==> src/rtl/bpug_ctrl.sv <==
// Sequencer for one BPUG: loads 56 weight + 16 image words, then issues CALC/UP per window row.
// Load instructions trail rd_en by one cycle; results flagged BPU_LAT after each CALC; no backpressure.
module bpug_ctrl #(
    parameter int          ADDR_W  = 12,
    parameter int          BPU_LAT = 2,
    parameter logic [4:0]  OP_NOP  = 5'd0,
    parameter logic [4:0]  OP_CALC = 5'd1
) (
    input  logic              clk,
    input  logic              rst,
    input  logic              start,
    input  logic [ADDR_W-1:0] wgt_base,
    input  logic [ADDR_W-1:0] img_base,
    input  logic [3:0]        n_rows,
    output logic              busy,
    output logic              done,
    output logic              rd_en,
    output logic [ADDR_W-1:0] rd_addr,
    input  logic [7:0]        rd_data,
    output logic [7:0]        data_out,
    output logic [9:0]        instr,
    output logic              sel,
    output logic              out_valid,
    output logic [3:0]        out_row,
    output logic              out_col
);

    typedef enum logic [2:0] {
        IDLE, LD_WGT, LD_IMG_LO, LD_IMG_HI, CALC0, CALC1, UP, DRAIN
    } state_t;

    state_t            state, state_d;
    logic [5:0]        cnt, cnt_d;
    logic [3:0]        row, row_d;
    logic [3:0]        nrows_q;
    logic [ADDR_W-1:0] wgt_q, img_q;
    logic [9:0]        ld_code, ld_instr_q, st_instr;
    logic              sel_q;
    logic              push, push_col;
    logic              pipe_busy;
    logic              pv [BPU_LAT];
    logic [3:0]        pr [BPU_LAT];
    logic              pc [BPU_LAT];
    logic [3:0]        n_eff;

    assign n_eff = (n_rows == 4'd0) ? 4'd1 : ((n_rows > 4'd10) ? 4'd10 : n_rows);

    always_ff @(posedge clk) begin
        if (!rst) begin
            state      <= IDLE;
            cnt        <= '0;
            row        <= '0;
            nrows_q    <= 4'd1;
            wgt_q      <= '0;
            img_q      <= '0;
            ld_instr_q <= '0;
            sel_q      <= 1'b0;
        end else begin
            state      <= state_d;
            cnt        <= cnt_d;
            row        <= row_d;
            ld_instr_q <= ld_code;
            sel_q      <= rd_en;
            if (state == IDLE && start) begin
                wgt_q   <= wgt_base;
                img_q   <= img_base;
                nrows_q <= n_eff;
            end
        end
    end

    always_comb begin
        state_d  = state;
        cnt_d    = cnt;
        row_d    = row;
        rd_en    = 1'b0;
        rd_addr  = '0;
        ld_code  = '0;
        st_instr = {5'b0, OP_NOP};
        push     = 1'b0;
        push_col = 1'b0;
        done     = 1'b0;
        case (state)
            IDLE: begin
                if (start) begin
                    state_d = LD_WGT;
                    cnt_d   = '0;
                    row_d   = '0;
                end
            end
            LD_WGT: begin
                rd_en   = 1'b1;
                rd_addr = wgt_q + ADDR_W'(cnt);
                ld_code = 10'h040;
                if (cnt == 6'd55) begin
                    state_d = LD_IMG_LO;
                    cnt_d   = '0;
                end else begin
                    cnt_d = cnt + 6'd1;
                end
            end
            LD_IMG_LO: begin
                rd_en   = 1'b1;
                rd_addr = img_q + ADDR_W'(cnt);
                ld_code = 10'h080;
                if (cnt == 6'd7) begin
                    state_d = LD_IMG_HI;
                    cnt_d   = '0;
                end else begin
                    cnt_d = cnt + 6'd1;
                end
            end
            LD_IMG_HI: begin
                // ninth cycle issues no read: it is the gap that lets the last load land
                if (cnt < 6'd8) begin
                    rd_en   = 1'b1;
                    rd_addr = img_q + ADDR_W'(cnt) + ADDR_W'(8);
                    ld_code = 10'h280;
                end
                if (cnt == 6'd8) begin
                    state_d = CALC0;
                    cnt_d   = '0;
                end else begin
                    cnt_d = cnt + 6'd1;
                end
            end
            CALC0: begin
                st_instr = {4'b0, 1'b0, OP_CALC};
                push     = 1'b1;
                push_col = 1'b0;
                state_d  = CALC1;
            end
            CALC1: begin
                st_instr = {4'b0, 1'b1, OP_CALC};
                push     = 1'b1;
                push_col = 1'b1;
                state_d  = (row < nrows_q - 4'd1) ? UP : DRAIN;
            end
            UP: begin
                st_instr = {1'b0, 1'b1, 3'b0, OP_NOP};
                row_d    = row + 4'd1;
                state_d  = CALC0;
            end
            DRAIN: begin
                if (!pipe_busy) begin
                    done    = 1'b1;
                    state_d = IDLE;
                end
            end
            default: state_d = IDLE;
        endcase
    end

    // result tracker mirrors the BPU compute latency
    always_ff @(posedge clk) begin
        if (!rst) begin
            for (int i = 0; i < BPU_LAT; i++) begin
                pv[i] <= 1'b0;
                pr[i] <= '0;
                pc[i] <= 1'b0;
            end
        end else begin
            pv[0] <= push;
            pr[0] <= row;
            pc[0] <= push_col;
            for (int i = 1; i < BPU_LAT; i++) begin
                pv[i] <= pv[i-1];
                pr[i] <= pr[i-1];
                pc[i] <= pc[i-1];
            end
        end
    end

    always_comb begin
        pipe_busy = 1'b0;
        for (int i = 0; i < BPU_LAT; i++) begin
            pipe_busy = pipe_busy | pv[i];
        end
    end

    assign busy      = (state != IDLE);
    assign data_out  = rd_data;
    assign instr     = sel_q ? ld_instr_q : st_instr;
    assign sel       = sel_q;
    assign out_valid = pv[BPU_LAT-1];
    assign out_row   = pr[BPU_LAT-1];
    assign out_col   = pc[BPU_LAT-1];

endmodule
==> config.mk <==
export PLATFORM = sky130hd
export DESIGN_NAME = bpug_ctrl
export DESIGN_NICKNAME = d
export VERILOG_FILES = /design/src/rtl/bpug_ctrl.sv
export SDC_FILE = /design/constraint.sdc
export NUM_CORES = 1
export LEC_CHECK = 0
export CAP_MARGIN = 20
export CORE_ASPECT_RATIO = 1.1
export CORE_MARGIN = 10
export CORE_UTILIZATION = 56
export DETAILED_ROUTE_END_ITERATION = 12
export MAX_ROUTING_LAYER = met4
export PLACE_DENSITY = 0.86
export SYNTH_ARGS = -nofsm -noshare
export SYNTH_HDL_FRONTEND = slang
export SYNTH_SLANG_ARGS = --single-unit
==> constraint.sdc <==
create_clock -name clk -period 6.3 [get_ports clk]
set_input_delay 1.26 -clock clk [delete_from_list [all_inputs] [get_ports clk]]
set_output_delay 1.26 -clock clk [all_outputs]
set_load 0.005 [all_outputs]
* After elaboration in Yosys (flattened, before gate mapping)
Memories as Yosys holds them, arrays and structs flattened.
Index checks and enable logic that the tools add are counted.
** Word-level totals
- Flip-flop bits (word level) :: 52
- RAM bits :: 12
- Bits of input ports :: 39
- Output and inout port bits :: 40
- Word-level logic and storage cells :: 89
- Memories kept :: 3
** Memory list
- pr :: depth 2, width 4, rd ports 2, clocked after memory_dff 0, wr ports 2, line 42 : logic [3:0] pr [BPU_LAT];
- pc :: depth 2, width 1, rd ports 2, clocked after memory_dff 0, wr ports 2, line 43 : logic pc [BPU_LAT];
- pv :: depth 2, width 1, rd ports 2, clocked after memory_dff 0, wr ports 2, line 41 : logic pv [BPU_LAT];
** Operators by class
- $add $sub $neg :: 6
- $lt $le $gt $ge :: 3
- Equal/unequal tests :: 15
- Muxes and demuxes :: 36
- Bitwise operators :: 7
- Reductions and logical operators :: 11
** Operator list (number)
- 12-bit one-hot mux with 3 select lines :: 1
- 10-bit one-hot mux with 3 select lines :: 1
- 9-bit one-hot mux with 3 select lines :: 1
- 12-bit by 6-bit adder with 12-bit output :: 2
- 6-bit 2-to-1 mux :: 4
- 3-bit one-hot mux with 8 select lines :: 1
- 6-bit one-hot mux with 4 select lines :: 1
- 10-bit 2-to-1 mux :: 2
- 4-bit 2-to-1 mux :: 5
- 3-bit 2-to-1 mux :: 5
- 12-bit by 4-bit adder with 12-bit output (second input constant) :: 1
- 3-bit == test (second input constant) :: 4
- 1-bit 2-to-1 mux :: 12
- 12-bit 2-to-1 mux :: 1
- 2-bit inequality test (second input constant) :: 5
- 4-bit one-hot mux with 2 select lines :: 1
- 1-bit OR :: 7
- 6-bit by 1-bit adder with 6-bit output (second input constant) :: 1
- 3-bit by 2-bit == test with 1-bit output (second input constant) :: 2
- 6-bit by 3-bit == test with 1-bit output (second input constant) :: 1
- 6-bit by 4-bit == test with 1-bit output (second input constant) :: 1
- 6-bit == test (second input constant) :: 1
- 6-bit by 4-bit less-than comparator with 1-bit output (second input constant) :: 1
- 5-bit AND reduction :: 1
- 14 further kinds :: 16

* Depth between registers and ports, before layout
- Word-level depth :: 4
- Depth in mapped cells :: 13
- Mapped depth without buffers :: 13

* Worst setup path before layout
OpenSTA, ideal clock, no wires.
- Kind :: reg-to-output
- From :: reg cnt[0]
- To :: out rd_addr[11]
- Data arrival time :: 2.943 ns
- Required time :: 5.040 ns
- Path slack :: 2.097 ns
- Cell stages (with the launch flop) :: 14
- Buffers on the path :: 0
- Cell sequence :: dfxtp_1 -> ha_1 -> inv_1 -> fa_1 -> nand2b_1 -> a21oi_1 -> a21oi_1 -> ha_1 -> and2_1 -> o2111a_1 -> o31ai_1 -> a211oi_2 -> and4_1 -> or3_1
** Between the ends
- Word-level cells in the longest chain between the ends :: 4
- Elaborated cells on any way between the ends :: 6
- Classes of those cells :: 3 x add/sub; 1 x order compare; 2 x mux
** Ends and longest elaborated chain
- start, declared :: line 33 : logic [5:0] cnt, cnt_d;
- start signal, assigned :: line 60 : cnt <= cnt_d;
- 12-bit by 6-bit adder with 12-bit output :: line 104, 117
- 12-bit by 4-bit adder with 12-bit output :: line 117 : rd_addr = img_q + ADDR_W'(cnt) + ADDR_W'(8);
- 12-bit 2-to-1 mux :: line 115 : if (cnt < 6'd8) begin
- 12-bit one-hot mux with 3 select lines * :: line 83 : case (state)
- end, declared :: line 18 : output logic [ADDR_W-1:0] rd_addr,
Mark *: on every way between the ends. The rest lies on a longest branch, timed or not.

* Final worst setup path
Same ends and word-level chain as after synthesis.

==> reports/results.txt <==
Commonest cells post-synth -> nand2_1 (80), dfxtp_1 (57), a21boi_0 (29)
Slew Viols, Final -> 0
Post-DP HPWL -> 7060 um
Post-synthesis sequential area ratio -> 0.301
I/O pin total -> 79
CP Data Required Time -> 5040 ps
Post-synth EDFFs -> 0
Final Hold Violating Endpoints -> 0
WL per Instance -> 15.5 um
DRT iter0 DRCs -> 203
Leakage -> 0.00169 uW
Die Y -> 106 um
Unrepaired setup endpoints after global routing -> no
#FFs+latches synth -> 57
Critical path fanouts, max -> 7
Hold Crit Class -> reg -> reg
Clk sinks -> 57
Nets -> 576
Clock power share -> 0.263
# rows -> 31
Antenna Cells -> 0
Internal -> 803 uW
Post-synthesis cell type count -> 63
Post-synth top area share -> 0.301
Power Dens Cells -> 290 nW/um^2
Max clock buf depth -> 2
Full die area -> 10500 sq um
CP max stage cell -> clkdlybuf4s50_1
Synthesized area -> 3790 sq um
Final Wtd Congestion -> 0.937
Detailed Routing Iterations Pass 1 -> 4
Setup CP Type -> reg -> out
Worst setup margin -> 1000 ps
Port bufs -> 58
Non-filler cells, final -> 602
Synth-to-layout area growth -> 17.8%
CP top delay family -> adder cells
Largest cells by area after synthesis -> dfxtp_1 (30%), nand2_1 (7.9%), ha_1 (6.6%)
Initial Util -> 0.575
Comb power frac -> 0.367
Post-Route WL -> 9310 um
Sequential power share -> 0.370
Post-synth top area cell -> dfxtp_1
Largest net degree at the start of global routing -> 57
Post-CTS resize count -> 0
H-tree depth -> 3
Ys Warns -> 0
Vias in the first global route -> 3395
Core Util, Final -> 0.677
Asr flop ratio synth -> 0
Sw Share -> 0.380
Max-cap viol count -> 0
ANT nets after route -> 0
Clk Latency, worst-skew pair -> 340 ps
Postcts setup bufs -> 0
Worst vdd ir -> 0.188 mV
First-pass GRT wire length -> 16000 um
Residual DRC -> 0
Synth Instances -> 483
Worst-path clk slew -> 70 ps
Global Route Usage Sum -> 0.184
CP Buf/Inv Count -> 2
Slowest cell delay on critical path -> 450 ps
F_max -> 0.189 GHz
Hold WS -> 436 ps
Via count -> 3418
Clock Tree Root -> clkbuf_8
CTS tree -> yes
Placed cells -> 586
Worst path arrival time -> 4040 ps
Via density per instance -> 5.68
Crit path cell chain -> ha_1, inv_1, fa_1, nand2b_1, a21oi_1, a21oi_1, ha_1, and2_1, o2111a_1, o31ai_1, a211oi_2, and4_1, or3_1, clkdlybuf4s50_1
Status -> complete, no violations
Dpl ws -> 1400 ps
Slew headroom -> 0.343
Hold buffer count at cts -> 0
Core Region -> 6590 sq um
Final setup fails -> 0
Final TNS setup -> 0 ps
Grt ovf -> 0
DIE WIDTH -> 98.4 um
Reported net switching power -> 493 uW
Critical Path End Type -> output port
Layout cells sized above 1 -> 0.0481
Syn_area_per_cell -> 7.84 sq um
Initial antenna violation count -> 0
Tmin final -> 5300 ps
Most used DFF post-synth -> dfxtp_1
CTS Buf Count -> 9
Critical path startpoint category -> register
Fillers -> 540
Clock skew -> 11.1 ps
Tightest Pin Transition -> 984 ps
Period utilisation layout -> 0.841
Most numerous cell in the Yosys netlist -> nand2_1
flip-flops by register name, summed over array words and instances (netlist names):
register	flops
state	3
img_q	12
nrows_q	4
wgt_q	12
pv	2
ld_instr_q	3
pc	2
row	4
sel	1
pr	8
cnt	6
routing by layer:
metal / track usage / wire length (um) / vias up / share of wire
met4: 0.0676 / 163 / 0 / 0.018
met1: 0.228 / 4380 / 1526 / 0.47
li1: - / - / 1762 / -
met5: - / 0 / - / 0
met2: 0.286 / 4200 / 115 / 0.45
met3: 0.0440 / 571 / 15 / 0.061
area by class of cell:
class / count / area [sq um] / share of cell area
Sequential cell: 57 / 1140 / 0.256
Multi-Input combinational cell: 368 / 2360 / 0.528
Inverter: 19 / 71.3 / 0.0160
Timing Repair Buffer: 60 / 596 / 0.133
Clock buffer: 10 / 128 / 0.0286
Tap cell: 82 / 103 / 0.0230
Clock inverter: 6 / 67.6 / 0.0151
per-stage QoR:
stage / instance area, sq um / total power [uW]
6_report: 4460 / 1300
5_1_grt: 4460 / 1390
4_1_cts: 4460 / 1300
3_5_place_dp: 4270 / 958
3_3_place_gp: 4270 / 944
2_1_floorplan: 3800 / 795
path summary, 6_finish.rpt:
kind	startpoint	endpoint	slack, ps	cells past startpoint
worst max-delay path	cnt[0]$_SDFFE_PN0P_	rd_addr[11]	1000	14
worst min-delay path	pr[0][2]$_SDFF_PN0_	pr[0][6]$_SDFF_PN0_	440	1
worst max register to register	state[0]$_SDFFE_PN0P_	state[1]$_SDFFE_PN0P_	4130	6
worst min register to register	pr[0][2]$_SDFF_PN0_	pr[0][6]$_SDFF_PN0_	440	1
kinds of logic (layout without fill, tap and decap cells):
logic type / after synthesis / in the layout / synth area share
other cells: 1 / 4 / 0.000990
flops: 57 / 57 / 0.301
compound gates: 131 / 131 / 0.244
xor+xnor: 15 / 15 / 0.0347
fa+ha+maj: 23 / 23 / 0.0793
simple gates: 195 / 195 / 0.261
buf+inv: 61 / 95 / 0.0796
cells in the final DEF (no fill, tap or decap), types with 11 or more instances in the layout:
master	count
a21oi_1	17
xnor2_1	11
nor2_1	18
nand2_1	80
o21ai_0	21
a21boi_0	29
and2_1	19
inv_1	18
nand3_1	12
ha_1	20
and3_1	11
clkdlybuf4s50_1	58
dfxtp_1	57
nor3_1	13
power by group through the flow:
stage / logic (uW) / clock network (uW) / registers, uW
2_1_floorplan: 347 / 0 / 449
4_1_cts: 478 / 342 / 478
3_3_place_gp: 463 / 0 / 482
5_1_grt: 541 / 357 / 489
6_report: 476 / 341 / 479
3_5_place_dp: 472 / 0 / 485
worst register-to-register path, delay by kind of cell, from the launching register on:
family / cells / cell delay, ps
compound gates: 4 / 1150
flops: 1 / 640
simple gates: 2 / 260
No activity file was read; power rests on OpenSTA's default activity.
